**config.mk**
```make
export PLATFORM = sky130hd
export DESIGN_NAME = int_arbiter_flat
export DESIGN_NICKNAME = d
export VERILOG_FILES = /design/src/rtl/int_arbiter_if.sv /design/src/rtl/int_arbiter.sv /design/src/flat_wrapper.sv
export SDC_FILE = /design/constraint.sdc
export NUM_CORES = 1
export LEC_CHECK = 0
export BUFFER_PORTS_ARGS = -buffer_cell sky130_fd_sc_hd__buf_2
export CORE_ASPECT_RATIO = 0.9
export CORE_MARGIN = 2
export CORE_UTILIZATION = 38
export DETAILED_ROUTE_END_ITERATION = 10
export PLACE_DENSITY_LB_ADDON = 0.3
export SKIP_CTS_REPAIR_TIMING = 1
export SLEW_MARGIN = 20
export SYNTH_ARGS = -nofsm -noshare
export SYNTH_HDL_FRONTEND = slang
export SYNTH_SLANG_ARGS = --single-unit
```
**constraint.sdc**
```tcl
create_clock -name CLK -period 1.9 [get_ports CLK]
set_clock_uncertainty 0.2 [all_clocks]
set_input_delay 0.095 -clock CLK [delete_from_list [all_inputs] [get_ports CLK]]
set_output_delay 0.095 -clock CLK [all_outputs]
set_load 0.01 [all_outputs]
```
**src/rtl/int_arbiter_if.sv**
```systemverilog
// Interrupt arbiter bus: device requests, mask writes and the
// ControlUnit handshake (INT/IntAck) with the vector returned on DATA.
interface int_arbiter_if #(
  parameter int N_SRC = 4
);
  localparam int IDW = $clog2(N_SRC);

  logic [N_SRC-1:0] IntReq;
  logic [31:0]      Bus_In;
  logic             LdMask;
  logic             IntAck;
  logic             INT;
  logic [31:0]      DATA;
  logic [N_SRC-1:0] Pending;
  logic [IDW-1:0]   ActiveId;

  modport master (
    output IntReq,
    output Bus_In,
    output LdMask,
    output IntAck,
    input  INT,
    input  DATA,
    input  Pending,
    input  ActiveId
  );

  modport slave (
    input  IntReq,
    input  Bus_In,
    input  LdMask,
    input  IntAck,
    output INT,
    output DATA,
    output Pending,
    output ActiveId
  );
endinterface

```
**src/rtl/int_arbiter.sv**
```systemverilog
// Multi-source interrupt arbiter: edge capture, mask, fixed/rr pick.
// Ports: CLK, RST (async high), bus (slave: IntReq/Bus_In/LdMask/IntAck in; INT/DATA/Pending/ActiveId out).
module int_arbiter #(
  parameter int          N_SRC       = 4,
  parameter logic [31:0] VEC_BASE    = 32'h0,
  parameter logic [31:0] VEC_STRIDE  = 32'h1,
  parameter bit          ROUND_ROBIN = 1'b0
) (
  input logic           CLK,
  input logic           RST,
  int_arbiter_if.slave  bus
);
  localparam int IDW = $clog2(N_SRC);

  typedef enum logic [1:0] {
    IDLE,
    REQ,
    HOLD
  } state_t;

  state_t state_q;
  state_t state_d;

  logic [N_SRC-1:0] prev_q;
  logic [N_SRC-1:0] pend_q;
  logic [N_SRC-1:0] pend_d;
  logic [N_SRC-1:0] mask_q;
  logic [N_SRC-1:0] rise;
  logic [N_SRC-1:0] elig;
  logic [N_SRC-1:0] clr;
  logic [IDW-1:0]   aid_q;
  logic [IDW-1:0]   aid_d;
  logic [IDW-1:0]   ptr_q;
  logic [IDW-1:0]   ptr_d;
  logic [IDW-1:0]   win;
  logic             win_vld;
  logic [31:0]      data_q;
  logic [31:0]      data_d;
  logic             int_q;
  logic             unused_bus;

  assign unused_bus = ^bus.Bus_In[31:N_SRC];

  assign rise = bus.IntReq & ~prev_q;
  assign elig = pend_q & mask_q;

  // k-th candidate in scan order; rr scans from the pointer
  function automatic logic [IDW-1:0] scan(
    input logic [IDW-1:0] p,
    input int             k
  );
    int s;
    s = k;
    if (ROUND_ROBIN) s = s + int'(p);
    if (s >= N_SRC) s = s - N_SRC;
    return IDW'(s);
  endfunction

  function automatic logic [31:0] vec(
    input logic [IDW-1:0] id
  );
    return VEC_BASE + 32'(id) * VEC_STRIDE;
  endfunction

  // Reverse scan so the first hit in priority order wins
  always_comb begin
    win     = '0;
    win_vld = |elig;
    for (int k = N_SRC - 1; k >= 0; k--) begin
      if (elig[scan(ptr_q, k)]) begin
        win = scan(ptr_q, k);
      end
    end
  end

  always_comb begin
    state_d = state_q;
    aid_d   = aid_q;
    ptr_d   = ptr_q;
    data_d  = data_q;
    clr     = '0;
    unique case (state_q)
      IDLE: begin
        if (win_vld) begin
          aid_d   = win;
          state_d = REQ;
        end
      end
      REQ: begin
        // ack beats a same-cycle withdrawal
        if (bus.IntAck) begin
          data_d  = vec(aid_q);
          clr     = N_SRC'(1) << aid_q;
          state_d = HOLD;
          if (aid_q == IDW'(N_SRC - 1)) begin
            ptr_d = '0;
          end else begin
            ptr_d = aid_q + 1'b1;
          end
        end else if (!elig[aid_q]) begin
          state_d = IDLE;
        end
      end
      HOLD: begin
        state_d = IDLE;
      end
      default: begin
        state_d = IDLE;
      end
    endcase
    // a rise in the ack cycle re-arms the source
    pend_d = (pend_q & ~clr) | rise;
  end

  always_ff @(posedge CLK or posedge RST) begin
    if (RST) begin
      state_q <= IDLE;
      prev_q  <= '0;
      pend_q  <= '0;
      mask_q  <= '1;
      aid_q   <= '0;
      ptr_q   <= '0;
      data_q  <= '0;
      int_q   <= 1'b0;
    end else begin
      state_q <= state_d;
      prev_q  <= bus.IntReq;
      pend_q  <= pend_d;
      aid_q   <= aid_d;
      ptr_q   <= ptr_d;
      data_q  <= data_d;
      int_q   <= (state_d == REQ);
      if (bus.LdMask) begin
        mask_q <= bus.Bus_In[N_SRC-1:0];
      end
    end
  end

  assign bus.INT      = int_q;
  assign bus.DATA     = data_q;
  assign bus.Pending  = pend_q;
  assign bus.ActiveId = aid_q;
endmodule

```
**src/flat_wrapper.sv**
```systemverilog
// flat-port wrapper written by rule: the top's interface ports become plain ports
module int_arbiter_flat 
#(
  parameter int          N_SRC       = 4,
  parameter logic [31:0] VEC_BASE    = 32'h0,
  parameter logic [31:0] VEC_STRIDE  = 32'h1,
  parameter bit          ROUND_ROBIN = 1'b0
)
  (CLK, RST, bus_IntReq, bus_Bus_In, bus_LdMask, bus_IntAck, bus_INT, bus_DATA, bus_Pending, bus_ActiveId);
  int_arbiter_if #(.N_SRC(N_SRC)) bus_i ();
  input logic CLK;
  input logic RST;
  input wire logic [$bits(bus_i.IntReq)-1:0] bus_IntReq;
  input wire logic [$bits(bus_i.Bus_In)-1:0] bus_Bus_In;
  input wire logic [$bits(bus_i.LdMask)-1:0] bus_LdMask;
  input wire logic [$bits(bus_i.IntAck)-1:0] bus_IntAck;
  output wire logic [$bits(bus_i.INT)-1:0] bus_INT;
  output wire logic [$bits(bus_i.DATA)-1:0] bus_DATA;
  output wire logic [$bits(bus_i.Pending)-1:0] bus_Pending;
  output wire logic [$bits(bus_i.ActiveId)-1:0] bus_ActiveId;
  assign bus_i.IntReq = bus_IntReq;
  assign bus_i.Bus_In = bus_Bus_In;
  assign bus_i.LdMask = bus_LdMask;
  assign bus_i.IntAck = bus_IntAck;
  assign bus_INT = bus_i.INT;
  assign bus_DATA = bus_i.DATA;
  assign bus_Pending = bus_i.Pending;
  assign bus_ActiveId = bus_i.ActiveId;
  int_arbiter #(.N_SRC(N_SRC), .VEC_BASE(VEC_BASE), .VEC_STRIDE(VEC_STRIDE), .ROUND_ROBIN(ROUND_ROBIN)) u_core (.CLK(CLK), .RST(RST), .bus(bus_i));
endmodule
```
## Yosys cells after proc, flatten, opt, wreduce, memory -nomap -nowiden

Cells that the tools add are included.

- Flip-flop bits (word level): 19
- Output and inout bits: 39

- Order comparisons: 1
- Equal/unequal tests: 2
- Shifts and indexed selects: 1
- Muxes and demuxes: 12
- Bitwise logic cells: 6
- Reduce and logical (&&, ||, !) cells: 4

Operators by type and width:

| kind | count |
|---|---|
| 2-bit 2-to-1 mux | 7 |
| 4-bit bitwise AND | 3 |
| 4-bit 2-to-1 mux | 2 |
| 4-bit inverter | 2 |
| 2-bit by 1-bit == test with 1-bit output, second input constant | 2 |
| 4-bit OR | 1 |
| 2-bit case mux with 2 select lines | 1 |
| 2-bit AND reduction | 2 |
| 4-bit OR reduction | 1 |
| 1-bit by 2-bit << shifter with 4-bit output, first input constant | 1 |
| 2-bit by 3-bit < comparator with 1-bit output, second input constant | 1 |
| 1-bit binary-select mux with 2-bit select | 1 |
| 2-bit logical NOT | 1 |
| 1-bit 2-to-1 mux | 1 |

## Depth between registers and ports, before layout

- Depth after elaboration: 7
- Gate-level depth with buffers: 5
- Mapped depth without buffers: 5

## Least setup slack after synthesis

OpenSTA, ideal clock, no wires.

- Path kind: register to register
- Start point: reg u_core.mask_q[1]
- End point: reg u_core.int_q, in the netlist u_core.bus.INT
- Data arrival time: 1.251 ns
- Data required time: 1.590 ns
- Path slack: 0.338 ns
- Stages on the path, launching flop included: 4
- Path through: dfstp_2 nand2_1 mux4_2 o41ai_1

- Cells in the longest elaborated chain, start to end: 7
- Elaborated cells between the ends (all ways): 9

RTL lines:

| element | RTL line | text |
|---|---|---|
| start: declaration | int_arbiter.sv:27 | `logic [N_SRC-1:0] mask_q;` |
| start signal: assignment | int_arbiter.sv:134 | `mask_q <= bus.Bus_In[N_SRC-1:0];` |
| 4-bit bitwise AND (*) | int_arbiter.sv:45 | `assign elig = pend_q & mask_q;` |
| 1-bit binary-select mux with 2-bit select | int_arbiter.sv:100 | `end else if (!elig[aid_q]) begin` |
| 1-bit 2-to-1 mux (not written as such) | int_arbiter.sv:100 |  |
| 2-bit 2-to-1 mux | int_arbiter.sv:100 |  |
| 2-bit 2-to-1 mux | int_arbiter.sv:91 | `if (bus.IntAck) begin` |
| 2-bit case mux with 2 select lines (*) | int_arbiter.sv:82 | `unique case (state_q)` |
| 2-bit by 1-bit == test with 1-bit output (*) | int_arbiter.sv:132 | `int_q <= (state_d == REQ);` |
| end signal: assignment | int_arbiter.sv:132 |  |
| end: declaration | int_arbiter.sv:39 | `logic int_q;` |

Mark *: on every way between the ends. The rest lies on a longest branch, timed or not. The select of a mux whose other input is x is not followed.
A chain may end at the register's enable or synchronous reset.

## Final worst setup path

Ends and elaborated chain as after synthesis.

==> metrics.md <==
| Metric | Value |
|---|---|
| Status | completed |
| Synth Area in Adders | 0% |
| Vias in the first global route | 541 |
| CTS HTree Levels | 1 |
| I/O pin total | 79 |
| GRT Resource Usage Total | 9.91% |
| Max Slew Vio Count | 0 |
| N_diodes | 0 |
| Final core occ | 47.2% |
| Pleak | 0.590 nW |
| Pre-antenna DRT Iters | 2 |
| Min Clock Period, post-route | 1.67 ns |
| Layout area overhead | 19.1% |
| VDD IR-drop max | 626 uV |
| Post-synthesis mux area share | 8.13% |
| Final instance area | 0.00115 mm^2 |
| Compound-Gate Fraction of Synth Area | 9.29% |
| DIE HEIGHT | 51.9 um |
| Post-synthesis sequential area ratio | 49.5% |
| Final non-filler cell total | 157 |
| Synth Instances | 92 |
| Post-synthesis xor/xnor area fraction | 0% |
| Yosys cell types | 18 |
| Clock Tree Root | clkbuf_4 |
| CTS tree | built |
| Largest net degree at the start of global routing | 20 |
| Synth Area in Simple Gates | 6.32% |
| Post-Route WL | 1450 um |
| Share of layout cells above drive strength 1 | 27.1% |
| Worst-path fanout max | 3 |
| Die ar. | 0.00297 mm^2 |
| PwrDens | 1100 mW/mm^2 |
| Drt initial violations | 2 |
| Setup tns final | 0 ns |
| Syn. warnings | 0 |
| Max Clk Rate | 599 MHz |
| Mean Syn Cell Area | 10.5 um^2 |
| CP Data Required Time | 1.88 ns |
| Routability congestion estimate | 0.719 |
| CP arrival | 1.65 ns |
| Placed cell area | 988 um^2 |
| Routed wire per std cell | 9.20 um |
| Initial Utilization | 39.6% |
| Post-synth EDFFs | 0 |
| Crit end category | flip-flop |
| Final setup viols | 0 |
| Sink Count | 19 |
| Antenna-violating nets left | 0 |
| CORE AREA | 0.00245 mm^2 |
| Cell area after synthesis | 970 um^2 |
| MaxCap Viol Count | 0 |
| Worst-skew pair later-pin latency | 0.29 ns |
| Synth Register Bits | 19 |
| Top FF cell, synth | dfrtp_1 |
| Final Cycle Share | 87.9% |
| Longest Clk Path Bufs | 2 |
| Number of port buffers | 20 |
| Clock slew at reported path FFs | 0.10 ns |
| Placed cells | 139 |
| Die width | 57.2 um |
| Largest family of logic cells by synthesized area | buffers and inverters |
| Rows | 17 |
| DP HPWL | 1110 um |
| Pre-CTS WS | 0.240 ns |
| CP Launch Type | flip-flop |
| Share of synthesized registers carrying an async set or reset | 100% |
| Worst Hold Class | reg -> reg |
| DR vias | 652 |
| RSZ-0062 raised after global routing | no |
| Post-route worst setup slack | 0.229 ns |
| Critical path type | reg -> reg |
| Slew HR | 54.9% |
| Nets | 170 |
| Remaining Overflow, GRT | 0 |
| Worst Max-Slew Pin Slew | 0.676 ns |
| Post-route DRC | 0 |
| Fin. Hold Viols | 0 |
| Via density | 4.15 |
| First-pass GRT wire length | 2230 um |
| Initial antenna violation count | 0 |
| Cts bufs inserted | 3 |
worst max-delay path: stages, from the launching register on:
cell,delay [ns]
dfstp_2,0.55
nand2_1,0.07
mux4_2,0.48
o41ai_1,0.27
final cells by class:
type	count	area, um^2
clock buffers	4	26.3
well taps	28	35.0
inverters	8	30.0
fillers	230	1290
multi-input cells	64	343
flip-flops and latches	19	480
repair buffers	34	240
cell usage in the layout (no fill, tap or decap):
cell type	n
inv_1	7
mux2_2	5
buf_2	20
nor2_1	1
mux4_2	1
nand3_1	1
dfstp_2	4
dfrtp_1	15
o31ai_1	2
o21ai_0	8
a21boi_0	1
nand3b_1	1
nand2_1	9
nand2_4	1
a21oi_1	2
conb_1	30
clkbuf_4	3
dlygate4sd3_1	14
o41ai_1	2
clkbuf_1	1
inv_2	1
power by group:
part / internal, W / total [W] / switching [W] / leakage (nW)
clock: 0.0000816 / 0.000195 / 0.000113 / 0.0150
combinational: 0.000209 / 0.000451 / 0.000242 / 0.361
sequential: 0.000524 / 0.000621 / 0.0000970 / 0.214
state kept, by name (all words and copies together) (netlist names):
register,cells
u_core.bus.Pending,4
u_core.prev_q,4
u_core.bus.ActiveId,2
u_core.bus.INT,1
u_core.state_q,2
u_core.bus.DATA,2
u_core.mask_q,4
logic make-up (layout without fill, tap and decap cells):
family	after synthesis	after routing
compound gates	15	15
mux	6	6
buf+inv	38	46
other cells	1	30
simple gates	13	13
flops	19	19
stage by stage:
stage	total power, W	hold slack, ns
floorplan	0.000949	-0.157
global placement	0.00105	0.0168
detailed placement	0.00106	0.0186
CTS	0.00126	-0.295
global route	0.00138	0.236
finish	0.00127	0.223
routing by layer:
layer	track usage (%)	share of wire, %	up-vias
met4	5.81	0.69	0
met2	16.5	48	31
met5	0	0	-
met1	11.8	44	303
met3	2.24	7.2	2
li1	-	-	316
final timing paths:
path	from	to	slack, ns	depth (start not counted)
worst max-delay path	u_core.mask_q[1]	u_core.bus.INT	0.23	3
max in group asynchronous	RST	u_core.bus.Pending[2]	0.83	3
worst min-delay path	u_core.prev_q[3]	u_core.bus.Pending[3]	0.22	1
worst min register to register	u_core.prev_q[3]	u_core.bus.Pending[3]	0.22	1
min in group asynchronous	RST	u_core.bus.Pending[1]	0.24	3
worst max register to register	u_core.mask_q[1]	u_core.bus.INT	0.23	3
Yosys cell counts, types with 2 or more instances:
cell type / count / area share, %
buf_4: 30 / 23
dfrtp_1: 15 / 39
nand2_1: 9 / 3.5
o21ai_0: 8 / 4.1
inv_1: 7 / 2.7
mux2_2: 5 / 5.8
dfstp_2: 4 / 11
a21oi_1: 2 / 1.0
o31ai_1: 2 / 1.5
o41ai_1: 2 / 1.8
No activity file was read; power rests on OpenSTA's default activity.
